**src/rtl/sensor_cond_pkg.sv**
```systemverilog
// Shared types for the parking-lot sensor front end.
// Debounce FSM state encoding and glitch counter width.
package sensor_cond_pkg;

    typedef enum logic [1:0] {
        ST_LO,
        W_HI,
        ST_HI,
        W_LO
    } deb_state_t;

    localparam int GLITCH_W = 8;

endpackage

```
**src/rtl/sensor_conditioner_debounce_channel.sv**
```systemverilog
// One sensor bit: synchroniser chain, debounce FSM and window counter.
// Emits a registered level plus one-cycle rise/fall/glitch pulses.
module debounce_channel
    import sensor_cond_pkg::*;
#(
    parameter int SYNC_STAGES     = 2,
    parameter int DEBOUNCE_CYCLES = 4
) (
    input  logic Clk,
    input  logic Rst_n,
    input  logic raw,
    output logic level,
    output logic rise,
    output logic fall,
    output logic glitch
);

    localparam int CW = $clog2(DEBOUNCE_CYCLES + 1);
    localparam logic [CW-1:0] LAST = CW'(DEBOUNCE_CYCLES - 1);

    if (SYNC_STAGES < 2 || DEBOUNCE_CYCLES < 2) begin : g_bad_param
        $error("debounce_channel: SYNC_STAGES and DEBOUNCE_CYCLES must be >= 2");
    end

    logic [SYNC_STAGES-1:0] sync;
    logic                   s;
    deb_state_t             state;
    logic [CW-1:0]          cnt;

    assign s = sync[SYNC_STAGES-1];

    always_ff @(posedge Clk or negedge Rst_n) begin
        if (!Rst_n) begin
            sync   <= '0;
            state  <= ST_LO;
            cnt    <= '0;
            level  <= 1'b0;
            rise   <= 1'b0;
            fall   <= 1'b0;
            glitch <= 1'b0;
        end else begin
            sync   <= {sync[SYNC_STAGES-2:0], raw};
            rise   <= 1'b0;
            fall   <= 1'b0;
            glitch <= 1'b0;
            unique case (state)
                ST_LO: begin
                    if (s) begin
                        state <= W_HI;
                        cnt   <= CW'(1);
                    end
                end
                W_HI: begin
                    if (!s) begin
                        state  <= ST_LO;
                        cnt    <= '0;
                        glitch <= 1'b1;
                    end else if (cnt == LAST) begin
                        state <= ST_HI;
                        cnt   <= '0;
                        level <= 1'b1;
                        rise  <= 1'b1;
                    end else begin
                        cnt <= cnt + CW'(1);
                    end
                end
                ST_HI: begin
                    if (!s) begin
                        state <= W_LO;
                        cnt   <= CW'(1);
                    end
                end
                W_LO: begin
                    if (s) begin
                        state  <= ST_HI;
                        cnt    <= '0;
                        glitch <= 1'b1;
                    end else if (cnt == LAST) begin
                        state <= ST_LO;
                        cnt   <= '0;
                        level <= 1'b0;
                        fall  <= 1'b1;
                    end else begin
                        cnt <= cnt + CW'(1);
                    end
                end
                default: begin
                    state <= ST_LO;
                    cnt   <= '0;
                end
            endcase
        end
    end

endmodule

```
**src/rtl/sensor_conditioner.sv**
```systemverilog
// Sensor front end: N_CH debounced channels plus optional glitch counter.
// Define SENSOR_GLITCH_CNT_EN to build the saturating GlitchCount counter.
module sensor_conditioner
    import sensor_cond_pkg::*;
#(
    parameter int N_CH            = 2,
    parameter int SYNC_STAGES     = 2,
    parameter int DEBOUNCE_CYCLES = 4
) (
    input  logic                Clk,
    input  logic                Rst_n,
    input  logic [N_CH-1:0]     RawSensor,
    output logic [N_CH-1:0]     Sensor,
    output logic [N_CH-1:0]     Rise,
    output logic [N_CH-1:0]     Fall,
    output logic [GLITCH_W-1:0] GlitchCount
);

    logic [N_CH-1:0] glitch;

    for (genvar i = 0; i < N_CH; i++) begin : g_ch
        debounce_channel #(
            .SYNC_STAGES    (SYNC_STAGES),
            .DEBOUNCE_CYCLES(DEBOUNCE_CYCLES)
        ) u_ch (
            .Clk   (Clk),
            .Rst_n (Rst_n),
            .raw   (RawSensor[i]),
            .level (Sensor[i]),
            .rise  (Rise[i]),
            .fall  (Fall[i]),
            .glitch(glitch[i])
        );
    end

`ifdef SENSOR_GLITCH_CNT_EN
    // Wide enough to hold count plus every channel glitching at once.
    localparam int SW = GLITCH_W + $clog2(N_CH + 1);
    localparam logic [SW-1:0] SAT = SW'((1 << GLITCH_W) - 1);

    logic [SW-1:0] sum;

    always_comb begin
        sum = SW'(GlitchCount);
        for (int i = 0; i < N_CH; i++) begin
            sum = sum + SW'(glitch[i]);
        end
    end

    always_ff @(posedge Clk or negedge Rst_n) begin
        if (!Rst_n) begin
            GlitchCount <= '0;
        end else if (sum > SAT) begin
            GlitchCount <= SAT[GLITCH_W-1:0];
        end else begin
            GlitchCount <= sum[GLITCH_W-1:0];
        end
    end
`else
    logic unused_glitch;

    assign unused_glitch = ^glitch;
    assign GlitchCount   = '0;
`endif

endmodule

```
**config.mk**
```make
export PLATFORM = sky130hd
export DESIGN_NAME = sensor_conditioner
export DESIGN_NICKNAME = d
export VERILOG_FILES = /design/src/rtl/sensor_cond_pkg.sv /design/src/rtl/sensor_conditioner_debounce_channel.sv /design/src/rtl/sensor_conditioner.sv
export SDC_FILE = /design/constraint.sdc
export NUM_CORES = 1
export LEC_CHECK = 0
export ABC_AREA = 1
export BUFFER_PORTS_ARGS = -buffer_cell sky130_fd_sc_hd__buf_2
export CAP_MARGIN = 40
export CORE_MARGIN = 8
export CORE_UTILIZATION = 53
export CTS_BUF_LIST = sky130_fd_sc_hd__clkbuf_8 sky130_fd_sc_hd__clkbuf_16
export CTS_CLUSTER_DIAMETER = 80
export DETAILED_ROUTE_END_ITERATION = 12
export PLACE_DENSITY_LB_ADDON = 0.2
export SYNTH_ARGS = -nofsm -noshare
export SYNTH_HDL_FRONTEND = slang
export SYNTH_HIERARCHICAL = 1
export SYNTH_SLANG_ARGS = --single-unit
```
**constraint.sdc**
```tcl
create_clock -name Clk -period 1.15 [get_ports Clk]
set_input_delay 0.23 -clock Clk [delete_from_list [all_inputs] [get_ports Clk]]
set_output_delay 0.23 -clock Clk [all_outputs]
set_load 0.005 [all_outputs]
```
## Word level (Yosys, flattened, before mapping)

Cells that the tools add are included.

| word-level totals | value |
|---|---|
| flip-flop bits (word level) | 20 |
| output and inout bits | 14 |
| memories | 0 |
| bits in latches | 0 |
| ROM bits | 0 |
| logic and storage cells | 94 |
| bits in writable memories | 0 |
| input port bits | 4 |

| cells by class | value |
|---|---|
| magnitude comparators | 0 |
| multipliers | 0 |
| reductions and logical operators | 10 |
| eq/ne operators | 24 |
| shifts and indexed selects | 0 |
| mux-type cells | 46 |
| bitwise logic cells | 0 |
| divide/modulo/power cells | 0 |
| add/sub/neg operators | 2 |

Operator list:

| operator | number |
|---|---|
| two-way mux 3 bit | 10 |
| two-way mux 2 bit | 12 |
| case mux 3 bit (4 select lines) | 2 |
| two-way mux 1 bit | 18 |
| inequality test 2 x 1 -> 1 bit (second input constant) | 8 |
| case mux 2 bit (4 select lines) | 2 |
| AND reduction 5 bit | 2 |
| equality test 2 bit (second input constant) | 4 |
| inequality test 2 bit (second input constant) | 4 |
| AND reduction 4 bit | 2 |
| adder 3 x 1 -> 3 bit (second input constant) | 2 |
| equality test 3 x 2 -> 1 bit (second input constant) | 2 |
| inequality test 3 x 1 -> 1 bit (second input constant) | 2 |
| inequality test 3 bit (second input constant) | 2 |
| equality test 2 x 1 -> 1 bit (second input constant) | 2 |
| zero test 2 bit | 2 |
| case mux 1 bit (2 select lines) | 2 |
| AND reduction 2 bit | 2 |
| nonzero test 2 bit | 2 |

## Depth between registers and ports, before layout

Gate-level depths: netlist of run 1.

| logic depth | value |
|---|---|
| depth in word-level cells | 4 |
| gate-level depth with buffers | 6 |
| depth with buffers taken out | 6 |

## Modules after synthesis

The synthesis of run 1 kept the hierarchy.

By module, submodules not included:

| module | cells each | sequential area each (um^2) | area each (um^2) | times used |
|---|---|---|---|---|
| debounce_channel | 52 | 275.3 | 476.7 | 2 |
| sensor_conditioner | 9 | 0.0 | 63.8 | 1 |

## Least setup slack after synthesis of run 1

No wires, ideal clock.

| timing path | value |
|---|---|
| path type | register -> register |
| from | register g_ch[0].u_ch.cnt[0] |
| to | register (tool-made name) |
| buffers on the path | 0 |
| cell stages (with the launch flop) | 7 |
| clock period less this slack | 0.958 ns |
| setup slack | 0.192 ns |
| arrival time | 0.882 ns |
| cell sequence | dfrtp_1 > ha_1 > inv_1 > nor2_4 > nand2_1 > nand2_1 > o21ai_1 |

RTL lines:

| what | line | text |
|---|---|---|
| start, declared | sensor_conditioner_debounce_channel.sv:28 | `logic [CW-1:0] cnt;` |
| start signal, assigned | sensor_conditioner_debounce_channel.sv:64 | `cnt <= cnt + CW'(1);` |
| start signal, assigned | sensor_conditioner_debounce_channel.sv:84 | `cnt <= cnt + CW'(1);` |

==> run_results.csv, run 1 <==
group,metric,value,unit
finish,layout_common_cells,"21 x nand2_1, 20 x dfrtp_1, 15 x inv_1",
finish,antennaDiodeCount,0,
sta,period_share,92.17,%
floorplan,die_area,0.003428,mm2
critical_path,worstSetupPathType,"reg2reg",
power_and_ir_drop,powerDensity,2109,mW/mm2
floorplan,core_region_area,0.001708,mm2
routing,wl_per_cell,10.48,um
sta,hold_viol,0,
yosys,synth_warnings,6,
global_route,grt_pass1_vias,607,
routing,postRouteAntennaNets,0,
job,maxCapViolCount,0,
sta,finalMaxSlewViolations,0,
routing,finalWirelength,1520,um
finish,area_delta_synth_final,10.69,%
power_and_ir_drop,peakVddDrop,1.534,mV
sta,setup_viol,0,
clocking,insertion_delay,0.25,ns
critical_path,crit_path_end_kind,"register",
sta,tns,0,ns
clocking,cts_max_level,1,
sta,hold_slack,0.08178,ns
global_route,antenna_found_initial,0,
clocking,cts_inserted_buffers,3,
routing,vias,680,
routing,drt_pre_antenna_iters,4,
placement,port_buffers,9,
global_route,grt_max_degree,21,
floorplan,rows,15,
yosys,syn_inst,109,
run_status,status,"completed",
clocking,cts_tree,"yes",
clocking,ctsRootBufferMaster,"clkbuf_8",
routing,drt_iter0_drc,29,
yosys,syn_area,959.7,um2
finish,final_common_cell,"nand2_1",
sta,grt_setup_unrepaired,"false",
floorplan,die_y,58.55,um
critical_path,critical_path_required,1.29,ns
clocking,clk_pin_slew,0.07,ns
power_and_ir_drop,leakage,0.0006132,uW
yosys,avgSynthCellArea,8.804,um2
worst_hold_path,min_path_type,"in2reg",
placement,gp_congestion,0.8794,
routing,via_per_inst,4.690,
finish,fin_nets,127,
clocking,cts_buffer_depth,2,
global_route,grt_usage,9.116,%
floorplan,initial_core_util,56.19,%
floorplan,io_pins,18,
finish,nFillCells,145,
sta,finalClockSkew,0.001171,ns
critical_path,arrival,1.20,ns
sta,max_freq,943.5,MHz
routing,drc,0,
clocking,cts_sinks,20,
critical_path,cp_max_fo,4,
sta,min_period,1.060,ns
placement,dp_hpwl,1111,um
global_route,grt_first_pass_wirelength,2484,um
critical_path,critPathLaunchType,"register",
global_route,overflow,0,
finish,layout-drive-gt1-share,25.83,%
floorplan,die_w,58.55,um
==> sequential cells by signal, indices dropped and copies added, names as in the netlist, named ones only <==
name / cells
g_ch.u_ch/cnt: 6
g_ch.u_ch/fall: 2
g_ch.u_ch/level: 2
g_ch.u_ch/rise: 2
g_ch.u_ch/state: 2
g_ch.u_ch/sync: 4
==> final cells by class <==
type | instances | area (um2) | area share, %
Clock buffer | 4 | 55.05 | 5.183
Inverter | 20 | 75.07 | 7.067
Multi-Input combinational cell | 66 | 345.3 | 32.51
Sequential cell | 20 | 500.5 | 47.11
Tap cell | 25 | 31.28 | 2.945
Timing Repair Buffer | 10 | 55.05 | 5.183
==> metrics by stage <==
step / setup WS [ns] / utilization (%) / instances / area, um2 / total power [uW]
2_1_floorplan: 0.1915 / - / 116 / 985.9 / 1594
3_3_place_gp: 0.1210 / 57.80 / 140 / 987.2 / 1679
3_5_place_dp: 0.09041 / 57.80 / 140 / 987.2 / 1705
4_1_cts: 0.07276 / 61.61 / 145 / 1052 / 2233
5_1_grt: 0.009083 / 62.20 / 145 / 1062 / 2429
6_report: 0.09007 / 62.20 / 145 / 1062 / 2240
==> report_power, final <==
part | internal [uW] | switching [uW]
Sequential | 870 | 185
Combinational | 265 | 399
Clock | 304 | 217
==> final timing paths <==
| kind | startpoint | to | slack, ns | depth (start not counted) |
|---|---|---|---|---|
| setup / recovery | g_ch[0].u_ch/cnt[1] | register | 0.09 | 6 |
| hold / removal | RawSensor[0] | g_ch[0].u_ch/sync[0] | 0.08 | 1 |
| setup reg to reg | g_ch[0].u_ch/cnt[1] | register | 0.09 | 6 |
| hold reg to reg | g_ch[0].u_ch/sync[0] | g_ch[0].u_ch/sync[1] | 0.35 | 0 |
| max in group asynchronous | Rst_n | g_ch[1].u_ch/cnt[1] | 0.41 | 2 |
| min in group asynchronous | Rst_n | g_ch[1].u_ch/cnt[0] | 0.45 | 2 |
==> per-layer routing <==
metal  GRT usage [%]  share of wire [%]  vias up
li1                -                  -      340
met1           12.52                 51      318
met2           12.44                 41       22
met3           4.348                8.0        0
met4           2.098                  0        0
met5               0                  0        -
==> critical path, stage by stage (launching register included) <==
cell and delay [ns]:
dfrtp_1 0.37, ha_1 0.17, inv_1 0.07, nor2_4 0.12, nand2_1 0.09, nand2_1 0.07
o21ai_1 0.06
==> what timing repair did <==
action | 4_1_cts | 5_1_grt
setup endpoints to repair | 0 | 2
hold buffers | 1 | 0
buffers inserted | 0 | 0
resized for setup | 0 | 4
hold endpoints to repair | 20 | 0
Power figures use the tool's default switching activity.
==> run 2: changes to the inputs <==
--- a/config.mk
+++ b/config.mk
@@ -5,11 +5,10 @@
 export SDC_FILE = /design/constraint.sdc
 export NUM_CORES = 1
 export LEC_CHECK = 0
-export ABC_AREA = 1
 export BUFFER_PORTS_ARGS = -buffer_cell sky130_fd_sc_hd__buf_2
 export CAP_MARGIN = 40
 export CORE_MARGIN = 8
-export CORE_UTILIZATION = 53
+export CORE_UTILIZATION = 52
 export CTS_BUF_LIST = sky130_fd_sc_hd__clkbuf_8 sky130_fd_sc_hd__clkbuf_16
 export CTS_CLUSTER_DIAMETER = 80
 export DETAILED_ROUTE_END_ITERATION = 12
==> run 2 against run 1 <==
  * The flow now finishes with violations (negative setup slack)
  * Clock skew about the same
  * Global-route usage up 1.3 points
  * Sequential power down 4%
  * Register-to-register slack worse by 0.11 ns
  * Die area down 5.6%
  * Critical path type unchanged
  * Highest routed layer is now met4
==> run_results.csv, run 2 <==
group,metric,value,unit
run_status,status,"finished with violations",
run_status,failed_checks,"negative setup slack",
critical_path,arrival,1.37,ns
finish,fin_nets,109,
power_and_ir_drop,power_switching,735.2,uW
routing,finalWirelength,1567,um
clocking,ctsRootBufferMaster,"clkbuf_8",
routing,wl_per_cell,13.28,um
yosys,avgSynthCellArea,11.59,um2
power_and_ir_drop,powerDensity,2274,mW/mm2
sta,grt_setup_unrepaired,"true",
critical_path,critPathLaunchType,"register",
job,maxCapViolCount,0,
finish,final_common_cell,"dfrtp_1",
clocking,cts_sinks,20,
floorplan,rows,14,
finish,area_delta_synth_final,29.07,%
routing,drt_iter0_drc,5,
clocking,cts_max_level,1,
floorplan,die_w,56.90,um
power_and_ir_drop,switching_share,28.81,%
critical_path,cp_max_fo,4,
sta,finalClockSkew,0.001635,ns
critical_path,critical_path_required,1.34,ns
critical_path,worstSetupPathType,"reg2reg",
yosys,syn_area,869.6,um2
sta,min_period,1.173,ns
clocking,cts_buffer_depth,2,
sta,period_share,102.0,%
sta,finalMaxSlewViolations,0,
placement,preCtsSetupSlack,-0.03900,ns
yosys,syn_inst,75,
power_and_ir_drop,leakage,0.0005671,uW
global_route,grt_pass1_vias,594,
floorplan,initial_core_util,56.41,%
power_and_ir_drop,pwr-share-seq,39.9,%
worst_hold_path,min_path_type,"in2reg",
finish,antennaDiodeCount,0,
finish,regMostFlops,"g_ch.u_ch/cnt",
placement,post_dp_cell_area,953.4,um2
floorplan,die_area,0.003237,mm2
placement,port_buffers,9,
power_and_ir_drop,comb_power_share,33.2,%
placement,dp_hpwl,1032,um
routing,vias,593,
routing,drt_pre_antenna_iters,4,
critical_path,crit_path_end_kind,"register",
clocking,cts_tree,"yes",
clocking,clk_pin_slew,0.07,ns
power_and_ir_drop,power.internal,1817,uW
floorplan,core_region_area,0.001541,mm2
global_route,grt_first_pass_wirelength,2670,um
routing,postRouteAntennaNets,0,
finish,reg_top3,"g_ch.u_ch/cnt: 6 flops, g_ch.u_ch/sync: 4 flops",
global_route,antenna_found_initial,0,
global_route,overflow,0,
finish,design_area,0.001122,mm2
global_route,grt_usage,10.42,%
routing,via_per_inst,5.025,
finish,layout-drive-gt1-share,38.24,%
placement,gp_congestion,0.7682,
finish,largest_register_ffs,6,
floorplan,die_y,56.90,um
yosys,synth_warnings,6,
sta,setup_ws,-0.02331,ns
sta,max_freq,852.3,MHz
power_and_ir_drop,peakVddDrop,1.121,mV
power_and_ir_drop,power_frac_clock,26.8,%
routing,drc,0,
sta,setup_viol,2,
sta,hold_viol,0,
global_route,grt_max_degree,21,
finish,layout_common_cells,"20 x dfrtp_1, 14 x buf_4, 10 x nand2_1",
clocking,cts_inserted_buffers,3,
floorplan,io_pins,18,
clocking,insertion_delay,0.26,ns
==> run 2: changes by cell type in the layout (fill, tap and decap cells not counted), moves of 3 or more <==
cell	before	now
nand2_1	21	10
nand4_1	4	0
inv_2	5	0
buf_4	0	14
nand2_2	7	0
nand3_1	7	2
nand3_2	3	0
inv_1	15	2
==> run 2: final timing paths <==
kind / slack (ns) / depth (start not counted) / to / startpoint
max: -0.02 / 4 / g_ch[0].u_ch/cnt[2] / g_ch[0].u_ch/cnt[1]
min: 0.07 / 1 / g_ch[1].u_ch/sync[0] / RawSensor[1]
max reg2reg: -0.02 / 4 / g_ch[0].u_ch/cnt[2] / g_ch[0].u_ch/cnt[1]
min reg2reg: 0.35 / 0 / g_ch[0].u_ch/sync[1] / g_ch[0].u_ch/sync[0]
max in group asynchronous: 0.41 / 2 / g_ch[0].u_ch/sync[1] / Rst_n
min in group asynchronous: 0.45 / 2 / g_ch[0].u_ch/fall / Rst_n
==> run 2: layer usage <==
metal,share of wire (%),up-vias,global-route usage [%]
met1,39,284,11.80
li1,-,287,-
met3,7.5,3,4.944
met5,0,-,0
met4,1.7,0,5.034
met2,52,19,15.97
==> run 2: what timing repair did <==
item | CTS | global route
hold buffers | 1 | 0
resized for setup | 5 | 5
hold endpoints to repair | 20 | 0
setup endpoints to repair | 4 | 7
pin swaps | 2 | 4
buffers inserted | 4 | 3
==> run 2: worst max-delay path, cell delays in order, from the launching register on <==
cell and delay (ns):
dfrtp_1 0.42, ha_4 0.19, nand2b_4 0.13, mux2_4 0.27, nor2b_2 0.11
==> run 2: power groups by stage <==
| stage | clock (uW) | sequential (uW) | combinational (uW) |
|---|---|---|---|
| finish | 685 | 1020 | 848 |
| floorplan | 0 | 983 | 480 |
| CTS | 709 | 1000 | 782 |
| global route | 736 | 1040 | 959 |
| global placement | 0 | 984 | 668 |
| detailed placement | 0 | 994 | 694 |
==> run 2: final cells by class <==
cell class	instances	area [um2]
clock buffer	3	41.29
fill	108	419.2
inverter	2	7.507
clock inverter	1	30.03
multi-input combinational	52	362.8
timing repair buffer	24	160.2
sequential	20	500.5
tap	16	20.02
==> run 2: stage by stage <==
step	power (uW)	util [%]	TNS (ns)	hold slack, ns	std cells
after detailed placement	1688	61.85	-0.1009	0.1889	106
after global routing	2736	72.81	-0.3469	0.05689	118
after CTS	2493	70.37	-0.02056	0.06319	115
final	2552	72.81	-0.03200	0.07349	118
after global placement	1653	61.85	-0.02053	0.1939	106
after floorplan	1463	-	0	-0.06559	82
==> run 3: changes to the inputs <==
--- a/config.mk
+++ b/config.mk
@@ -12,7 +12,8 @@
 export CTS_BUF_LIST = sky130_fd_sc_hd__clkbuf_8 sky130_fd_sc_hd__clkbuf_16
 export CTS_CLUSTER_DIAMETER = 80
 export DETAILED_ROUTE_END_ITERATION = 12
-export PLACE_DENSITY_LB_ADDON = 0.2
+export PLACE_DENSITY = 0.74
+export SKIP_LAST_GASP = 1
 export SYNTH_ARGS = -nofsm -noshare
 export SYNTH_HDL_FRONTEND = slang
 export SYNTH_HIERARCHICAL = 1
==> run 3 against run 2 <==
  * The flow still finishes with violations (negative setup slack)
  * Clock-buffer cell count is 1 higher
  * Combinational power down 7.2%
  * Sequential power is essentially flat
  * Maximum frequency grew 1.8%
  * Clock skew is essentially flat
  * Worst setup slack improved by 0.021 ns
  * Via count down 5.1%
  * Worst hold slack better by 0.0092 ns
  * Utilization shrank 3.2 points
  * Total power decreased by 9.3%
  * Cell count fell by 4.2%
==> run_results.csv, run 3 (synthesized netlist as in run 2, its figures left out) <==
group,metric,value,unit
routing,drt_pre_antenna_iters,4,
sta,finalMaxSlewViolations,0,
floorplan,rows,14,
critical_path,rrSetupSlack,-0.003,ns
routing,via_per_inst,4.982,
run_status,failed_checks,"negative setup slack",
global_route,overflow,0,
run_status,status,"finished with violations",
floorplan,initial_core_util,56.41,%
sta,setup_ws,-0.002613,ns
power_and_ir_drop,power_frac_clock,22.2,%
power_and_ir_drop,powerDensity,2156,mW/mm2
finish,layout-drive-gt1-share,37.11,%
critical_path,path_delay_family,"flip-flops",
sta,hold_viol,0,
placement,dp_hpwl,1055,um
critical_path,worstSetupPathType,"reg2reg",
finish,reg_top3,"g_ch.u_ch/cnt: 6 flops, g_ch.u_ch/sync: 4 flops",
critical_path,crit_chain,"xnor2_2 -> mux2_4 -> nor2b_2",
sta,hold_slack,0.08268,ns
placement,post-place-cells,104,
routing,postRouteAntennaNets,0,
clocking,cts_inserted_buffers,3,
clocking,cts_buffer_depth,2,
sta,grt_setup_unrepaired,"true",
clocking,clk_pin_slew,0.07,ns
critical_path,crit_path_end_kind,"register",
clocking,insertion_delay,0.25,ns
power_and_ir_drop,pwr-share-seq,43.8,%
floorplan,die_w,56.90,um
routing,finalWirelength,1414,um
global_route,grt_max_degree,21,
power_and_ir_drop,power.internal,1616,uW
clocking,cts_tree,"yes",
power_and_ir_drop,peakVddDrop,1.232,mV
finish,design_area,0.001074,mm2
floorplan,io_pins,18,
critical_path,critPathBufInv,0,
finish,multiInputGateArea,367.9,um2
placement,post_dp_cell_area,938.4,um2
routing,vias,563,
finish,antennaDiodeCount,0,
finish,largest_register_ffs,6,
finish,fin_nets,104,
clocking,ctsRootBufferMaster,"clkbuf_8",
routing,wl_per_cell,12.51,um
global_route,antenna_found_initial,0,
power_and_ir_drop,power_switching,698.8,uW
placement,port_buffers,9,
critical_path,critPathLaunchType,"register",
power_and_ir_drop,leakage,0.0005328,uW
clocking,cts_max_level,1,
power_and_ir_drop,comb_power_share,34.0,%
power_and_ir_drop,switching_share,30.19,%
finish,final_common_cell,"dfrtp_1",
finish,area_delta_synth_final,23.45,%
routing,drc,0,
critical_path,arrival,1.34,ns
global_route,grt_first_pass_wirelength,2421,um
floorplan,core_region_area,0.001541,mm2
sta,min_period,1.153,ns
critical_path,critical_path_required,1.34,ns
global_route,grt_pass1_vias,580,
finish,layout_common_cells,"20 x dfrtp_1, 10 x nand2_1, 9 x buf_4, 9 x buf_2, 8 x conb_1",
clocking,cts_sinks,20,
critical_path,crit_slowest_cell,"dfrtp_1",
sta,tns,-0.002613,ns
floorplan,die_y,56.90,um
global_route,grt_usage,8.971,%
routing,drt_iter0_drc,12,
sta,period_share,100.2,%
critical_path,slowest_delay,0.46,ns
sta,finalClockSkew,0.001494,ns
finish,regMostFlops,"g_ch.u_ch/cnt",
critical_path,cp_max_fo,5,
worst_hold_path,min_path_type,"in2reg",
sta,max_freq,867.6,MHz
floorplan,die_area,0.003237,mm2
job,maxCapViolCount,0,
finish,instances_no_fill,113,
finish,nFillCells,122,
finish,final-seq-area,500.5,um2
placement,gp_congestion,0.7773,
sta,setup_viol,1,
run 3: cell type report:
cell class / count / area share, %
timing repair buffer: 19 / 11.42
sequential: 20 / 46.62
multi-input combinational: 52 / 34.27
inverter: 2 / 0.6993
clock buffer: 4 / 5.128
tap: 16 / 1.865
run 3: through the flow:
stage	setup WS (ns)	power [uW]	utilization, %
after floorplan	0.005047	1463	-
after global placement	-0.01739	1637	60.88
after detailed placement	-0.05229	1682	60.88
after CTS	-0.007287	2267	67.21
after global routing	-0.04830	2467	69.64
final	-0.002613	2315	69.64
run 3: power groups by stage:
stage	Clock [uW]	Combinational (uW)	Sequential (uW)
3_3_place_gp	0	651	986
5_1_grt	551	883	1030
3_5_place_dp	0	683	1000
2_1_floorplan	0	480	983
4_1_cts	530	742	996
6_report	514	787	1010
run 3: path summary, 6_finish.rpt:
kind	end	cells past startpoint	start
setup / recovery	g_ch[0].u_ch/cnt[2]	3	g_ch[0].u_ch/sync[1]
hold / removal	g_ch[0].u_ch/sync[0]	1	RawSensor[0]
setup reg to reg	g_ch[0].u_ch/cnt[2]	3	g_ch[0].u_ch/sync[1]
hold reg to reg	g_ch[1].u_ch/sync[1]	0	g_ch[1].u_ch/sync[0]
max in group asynchronous	g_ch[1].u_ch/sync[1]	2	Rst_n
min in group asynchronous	g_ch[0].u_ch/level	2	Rst_n
run 3: layer usage:
metal | global-route usage, % | vias to the layer above | wire length [um]
li1 | - | 278 | -
met1 | 10.51 | 275 | 669
met2 | 15.19 | 10 | 665
met3 | 2.472 | 0 | 79
met4 | 3.020 | 0 | 0
met5 | 0 | - | 0
run 3: repair_timing:
action	4_1_cts	5_1_grt
endpoints found under the hold margin	20	0
endpoints found under the setup margin	4	4
hold buffers	1	0
gates cloned	0	0
resized for setup	6	5
pin swaps	2	2
setup buffers	2	2
